$ cat src/rtl/alu_share_arbiter_pkg.sv
// Shared constants for the shared-ALU arbiter: opcode encodings, FSM state
// encoding and default datapath widths.
package alu_ctrl_pkg;

   localparam int DW_DEF  = 4;
   localparam int OPW_DEF = 2;

   localparam logic [1:0] OP_NAND = 2'd0;
   localparam logic [1:0] OP_AND  = 2'd1;
   localparam logic [1:0] OP_OR   = 2'd2;
   localparam logic [1:0] OP_XOR  = 2'd3;

   typedef enum logic [1:0] {
      S_IDLE = 2'd0,
      S_EXEC = 2'd1,
      S_RESP = 2'd2
   } state_t;

endpackage

$ cat src/rtl/alu_share_arbiter_rr_arb_2.sv
// Two-way round-robin arbiter, purely combinational. On a tie the requester
// that did not win last time is granted; nothing is granted while disabled.
module rr_arb_2 (
   input  logic       i_en,
   input  logic       i_valid0,
   input  logic       i_valid1,
   input  logic       i_last_grant,
   output logic [1:0] o_gnt,
   output logic       o_gnt_id
);

   // grant selection: single valid wins, tie goes to the opposite of last grant
   always_comb begin
      o_gnt    = 2'b00;
      o_gnt_id = 1'b0;
      if (!i_en) begin
         o_gnt    = 2'b00;
         o_gnt_id = 1'b0;
      end else if (i_valid0 && i_valid1) begin
         if (i_last_grant) begin
            o_gnt    = 2'b01;
            o_gnt_id = 1'b0;
         end else begin
            o_gnt    = 2'b10;
            o_gnt_id = 1'b1;
         end
      end else if (i_valid0) begin
         o_gnt    = 2'b01;
         o_gnt_id = 1'b0;
      end else if (i_valid1) begin
         o_gnt    = 2'b10;
         o_gnt_id = 1'b1;
      end else begin
         o_gnt    = 2'b00;
         o_gnt_id = 1'b0;
      end
   end

endmodule

$ cat src/rtl/alu_share_arbiter.sv
// Shares one combinational bitwise ALU between two valid/ready requesters.
// Optional ALU_GOLDEN_CHECK_EN adds an internal result check driving o_rsp_err.
module alu_share_arbiter
   import alu_ctrl_pkg::*;
#(
   parameter int DW  = DW_DEF,
   parameter int OPW = OPW_DEF
) (
   input  logic           i_clk,
   input  logic           i_rst,
   input  logic           i_req0_valid,
   output logic           o_req0_ready,
   input  logic [OPW-1:0] i_req0_op,
   input  logic [DW-1:0]  i_req0_op1,
   input  logic [DW-1:0]  i_req0_op2,
   input  logic           i_req1_valid,
   output logic           o_req1_ready,
   input  logic [OPW-1:0] i_req1_op,
   input  logic [DW-1:0]  i_req1_op1,
   input  logic [DW-1:0]  i_req1_op2,
   output logic [OPW-1:0] o_alu_sel,
   output logic [DW-1:0]  o_alu_op1,
   output logic [DW-1:0]  o_alu_op2,
   input  logic [DW-1:0]  i_alu_dat,
   output logic           o_rsp_valid,
   input  logic           i_rsp_ready,
   output logic           o_rsp_id,
   output logic [DW-1:0]  o_rsp_dat,
   output logic           o_rsp_err
);

   state_t         state_q, state_d;
   logic [OPW-1:0] op_q, op_d;
   logic [DW-1:0]  op1_q, op1_d;
   logic [DW-1:0]  op2_q, op2_d;
   logic           id_q, id_d;
   logic           last_grant_q, last_grant_d;
   logic           rsp_valid_q, rsp_valid_d;
   logic           rsp_id_q, rsp_id_d;
   logic [DW-1:0]  rsp_dat_q, rsp_dat_d;
   logic           rsp_err_q, rsp_err_d;

   logic [1:0]     gnt_s;
   logic           gnt_id_s;
   logic           arb_en_s;
   logic           accept_s;
   logic           golden_mis_s;

   // reset has priority, so no grant is offered while it is asserted
   assign arb_en_s = (state_q == S_IDLE) & ~i_rst;

   rr_arb_2 u_arb (
      .i_en         (arb_en_s),
      .i_valid0     (i_req0_valid),
      .i_valid1     (i_req1_valid),
      .i_last_grant (last_grant_q),
      .o_gnt        (gnt_s),
      .o_gnt_id     (gnt_id_s)
   );

   assign accept_s = gnt_s[0] | gnt_s[1];

`ifdef ALU_GOLDEN_CHECK_EN
   logic [DW-1:0] golden_s;

   // reference model of the external ALU, fed from the registered operands
   always_comb begin
      golden_s = '0;
      case (op_q)
         OP_NAND: golden_s = ~(op1_q & op2_q);
         OP_AND:  golden_s = op1_q & op2_q;
         OP_OR:   golden_s = op1_q | op2_q;
         OP_XOR:  golden_s = op1_q ^ op2_q;
         default: golden_s = '0;
      endcase
   end

   assign golden_mis_s = (golden_s != i_alu_dat);
`else
   assign golden_mis_s = 1'b0;
`endif

   // next-state and datapath capture for the IDLE/EXEC/RESP sequence
   always_comb begin
      state_d      = state_q;
      op_d         = op_q;
      op1_d        = op1_q;
      op2_d        = op2_q;
      id_d         = id_q;
      last_grant_d = last_grant_q;
      rsp_valid_d  = rsp_valid_q;
      rsp_id_d     = rsp_id_q;
      rsp_dat_d    = rsp_dat_q;
      rsp_err_d    = rsp_err_q;
      case (state_q)
         S_IDLE: begin
            if (accept_s) begin
               state_d      = S_EXEC;
               id_d         = gnt_id_s;
               last_grant_d = gnt_id_s;
               if (gnt_id_s) begin
                  op_d  = i_req1_op;
                  op1_d = i_req1_op1;
                  op2_d = i_req1_op2;
               end else begin
                  op_d  = i_req0_op;
                  op1_d = i_req0_op1;
                  op2_d = i_req0_op2;
               end
            end else begin
               state_d = S_IDLE;
            end
         end
         S_EXEC: begin
            state_d     = S_RESP;
            rsp_valid_d = 1'b1;
            rsp_id_d    = id_q;
            rsp_dat_d   = i_alu_dat;
            rsp_err_d   = golden_mis_s;
         end
         S_RESP: begin
            if (i_rsp_ready) begin
               state_d     = S_IDLE;
               rsp_valid_d = 1'b0;
            end else begin
               state_d     = S_RESP;
            end
         end
         default: begin
            state_d     = S_IDLE;
            rsp_valid_d = 1'b0;
         end
      endcase
   end

   // state registers with synchronous reset
   always_ff @(posedge i_clk) begin
      if (i_rst) begin
         state_q      <= S_IDLE;
         op_q         <= '0;
         op1_q        <= '0;
         op2_q        <= '0;
         id_q         <= 1'b0;
         last_grant_q <= 1'b1;
         rsp_valid_q  <= 1'b0;
         rsp_id_q     <= 1'b0;
         rsp_dat_q    <= '0;
         rsp_err_q    <= 1'b0;
      end else begin
         state_q      <= state_d;
         op_q         <= op_d;
         op1_q        <= op1_d;
         op2_q        <= op2_d;
         id_q         <= id_d;
         last_grant_q <= last_grant_d;
         rsp_valid_q  <= rsp_valid_d;
         rsp_id_q     <= rsp_id_d;
         rsp_dat_q    <= rsp_dat_d;
         rsp_err_q    <= rsp_err_d;
      end
   end

   assign o_req0_ready = gnt_s[0];
   assign o_req1_ready = gnt_s[1];
   assign o_alu_sel    = op_q;
   assign o_alu_op1    = op1_q;
   assign o_alu_op2    = op2_q;
   assign o_rsp_valid  = rsp_valid_q;
   assign o_rsp_id     = rsp_id_q;
   assign o_rsp_dat    = rsp_dat_q;
   assign o_rsp_err    = rsp_err_q;

endmodule

$ cat config.mk
export PLATFORM = sky130hd
export DESIGN_NAME = alu_share_arbiter
export DESIGN_NICKNAME = d
export VERILOG_FILES = /design/src/rtl/alu_share_arbiter_pkg.sv /design/src/rtl/alu_share_arbiter_rr_arb_2.sv /design/src/rtl/alu_share_arbiter.sv
export SDC_FILE = /design/constraint.sdc
export NUM_CORES = 1
export LEC_CHECK = 0
export CAP_MARGIN = 20
export CORE_MARGIN = 2
export CORE_UTILIZATION = 25
export CTS_BUF_LIST = sky130_fd_sc_hd__clkbuf_2
export DETAILED_ROUTE_END_ITERATION = 10
export HOLD_SLACK_MARGIN = 0.05
export PLACE_DENSITY_LB_ADDON = 0.3
export SYNTH_ARGS = -nofsm -noshare
export SYNTH_HDL_FRONTEND = slang
export SYNTH_SLANG_ARGS = --single-unit
$ cat constraint.sdc
create_clock -name i_clk -period 3 [get_ports i_clk]
set_input_delay 0.45 -clock i_clk [delete_from_list [all_inputs] [get_ports i_clk]]
set_output_delay 0.45 -clock i_clk [all_outputs]
set_load 0.02 [all_outputs]
==> flow_summary_export.csv <==
group,metric,value,unit
synth,ys_async_sr_fraction,0,%
cells_and_area,mostFrequentLayoutCells,"46 x clkdlybuf4s50_1, 20 x dfxtp_1, 12 x a21oi_1",
critical_path,cp-end-kind,"output pin",
critical_path,cp-start-kind,"input pin",
global_route,antenna_found_initial,0,
placed_design,post-dp-hpwl,1980,um
pwr,power_frac_clock,18.9,%
synth,synth_nets,133,
synth,post_synth_num_cell_types,26,
sta,rsz0062_at_grt,"false",
detailed_routing,postRouteAntennaNets,0,
pwr,p_int,419,uW
clocking,cts_root_buf,"clkbuf_2",
cells_and_area,fillers,374,
cells_and_area,final_core_util,39.4,%
clocking,clk_latency,0.33,ns
cells_and_area,fin_nets,177,
floorplanning,rows,22,
sta,fmax,392,MHz
sta,worstMarginPinSlew,0.618,ns
synth,yosysSeqAreaShare,43.1,%
detailed_routing,dr_total_vias,923,
clocking,hold_buffers,0,
clocking,clk_pin_slew_worst_paths,0.19,ns
sta,max_slew_margin,58.7,%
status,status,"finished, final reports clean",
pwr,p_seq_share,49.3,%
sta,drv_slew,0,
placed_design,placed_cells,191,
cells_and_area,final_common_cell,"clkdlybuf4s50_1",
detailed_routing,drc,0,
pwr,p_sw,200,uW
critical_path,endpoint,"o_req0_ready",
detailed_routing,first_pass_iters,6,
global_route,grt_max_degree,21,
floorplanning,fp.dieW,64.9,um
floorplanning,dieArea,0.00422,sq mm
clocking,ctsResizeCount,0,
clocking,post-cts-setup-buffer-count,0,
sta,finalCritPeriodShare,85.0,%
pwr,powerDensity,436,mW/mm^2
global_route,grt_pass1_wl,4040,um
synth,synth-seq-cells,20,
floorplanning,core,0.00361,sq mm
synth,synth_edf_count,0,
placed_design,place.gp.congestion,0.696,
clocking,clock_sinks,20,
synth,synth.cell_area,928,sq um
pwr,p_leak,0.490,nW
flow_run,drv_cap,0,
pwr,power,620,uW
pwr,max-vdd-ir-drop,0.297,mV
synth,synthFlopType,"dfxtp_1",
clocking,cts_max_level,1,
floorplanning,ioPinCount,48,
critical_path,r2r-end,"o_alu_sel[0]$_SDFFE_PP0P_",
hold_path,holdPathStages,2,
cells_and_area,drive_gt1_share,8.16,%
pwr,pwr-share-comb,31.7,%
cells_and_area,antenna_cells,0,
critical_path,crit_type,"in -> out",
detailed_routing,wire_per_inst,13.7,um
detailed_routing,drt_iter0_drc,35,
detailed_routing,via_per_inst,4.73,
synth,syn_area_per_cell,8.93,sq um
clocking,cts_buffers,3,
cells_and_area,area_delta_synth_final,53.1,%
floorplanning,start_util,25.7,%
critical_path,cp.required,2.55,ns
cells_and_area,final_cells,195,
clocking,clk_path_buf_depth,2,
sta,setup_viol,0,
synth,synthesis.instances,104,
hold_path,holdCritPathClass,"reg -> reg",
critical_path,rrSetupSlack,1.36,ns
global_route,grt_overflow,0,
critical_path,critical_path.max_fanout,13,
pwr,netSwitchingFraction,32.3,%
critical_path,worst_r2r_path_depth,3,
floorplanning,die_y,64.9,um
sta,setup_tns,0,ns
synth,ys_warn_count,0,
detailed_routing,wirelength,2680,um
global_route,grt_pass1_vias,866,
placed_design,portBuffers,46,
sta,hold_viol,0,
clocking,cts_tree,"yes",
global_route,track_usage,12.4,%
sta,clock_skew,0.0218,ns
sta,min_period,2.55,ns
critical_path,arrival,2.10,ns
critical_path,critPathLaunch,"i_rst",
critical_path,r2r-start,"state_q[0]$_SDFF_PP0_",
## cells in the mapped netlist, types with 2 or more instances
library cell,number,area share (%)
buf_2,4,2.2
a21oi_1,12,6.5
nand2_1,2,0.81
nand3_1,10,5.4
dfxtp_1,20,43
nor2b_1,3,2.0
buf_6,2,2.4
mux2i_1,5,5.4
o21ai_1,10,5.4
a311oi_1,9,8.5
nor2_1,10,4.0
buf_4,3,2.4
## registers in the layout (all words and copies together), names as in the netlist
signal        flops
o_alu_sel         2
last_grant_q      1
o_rsp_id          1
o_rsp_valid       1
o_rsp_dat         4
id_q              1
state_q           2
o_alu_op1         4
o_alu_op2         4
## metrics by stage
step                area [sq um]  worst slack, ns  hold slack, ns
floorplan                    928             1.28           0.459
global placement            1400            0.455           0.481
detailed placement          1400            0.435           0.479
CTS                         1420            0.428           0.504
global route                1420            0.381           0.524
finish                      1420            0.450           0.504
## worst max-delay path: stages
cell and delay [ns]:
clkdlybuf4s50_1 0.43, or3_4 0.42, nor3b_2 0.18, clkdlybuf4s50_1 0.62
## power groups by stage
stage | clock (mW) | combinational (mW) | sequential (mW)
after floorplan | 0 | 0.0893 | 0.330
after global placement | 0 | 0.195 | 0.310
after detailed placement | 0 | 0.198 | 0.311
after CTS | 0.122 | 0.199 | 0.306
after global routing | 0.133 | 0.212 | 0.308
final | 0.117 | 0.197 | 0.306
## layout make-up
class	instances	area (sq um)	area share, %
clock buffer	3	15.0	1.06
timing repair buffer	49	483	34.0
clock inverter	1	3.75	0.264
tap	48	60.1	4.23
sequential	20	400	28.2
multi-input combinational	73	455	32.0
inverter	1	3.75	0.264
## layer usage
layer  vias up  track usage (%)  share of wire (%)
met5         -                0                  0
met4         0             1.60                  0
met3         0             4.86                8.4
met2        41             20.7                 44
met1       416             15.5                 47
li1        466                -                  -
## worst min-delay path by stage
stage                           from                     to  slack [ns]
6_report           id_q$_SDFFE_PP0P_      id_q$_SDFFE_PP0P_        0.50
5_1_grt            id_q$_SDFFE_PP0P_      id_q$_SDFFE_PP0P_        0.52
4_1_cts            id_q$_SDFFE_PP0P_      id_q$_SDFFE_PP0P_        0.50
3_5_place_dp       id_q$_SDFFE_PP0P_      id_q$_SDFFE_PP0P_        0.48
3_3_place_gp   o_rsp_id$_SDFFE_PP0P_  o_rsp_id$_SDFFE_PP0P_        0.48
2_1_floorplan      id_q$_SDFFE_PP0P_      id_q$_SDFFE_PP0P_        0.46
## cell families after synthesis
family	synth area share (%)
AO/OA/AOI/OAI	25.5
AND/OR/NAND/NOR	17.8
flip-flops	43.1
buffers and inverters	7.82
multiplexers	5.39
other	0.404
No activity file was read; power rests on OpenSTA's default activity.
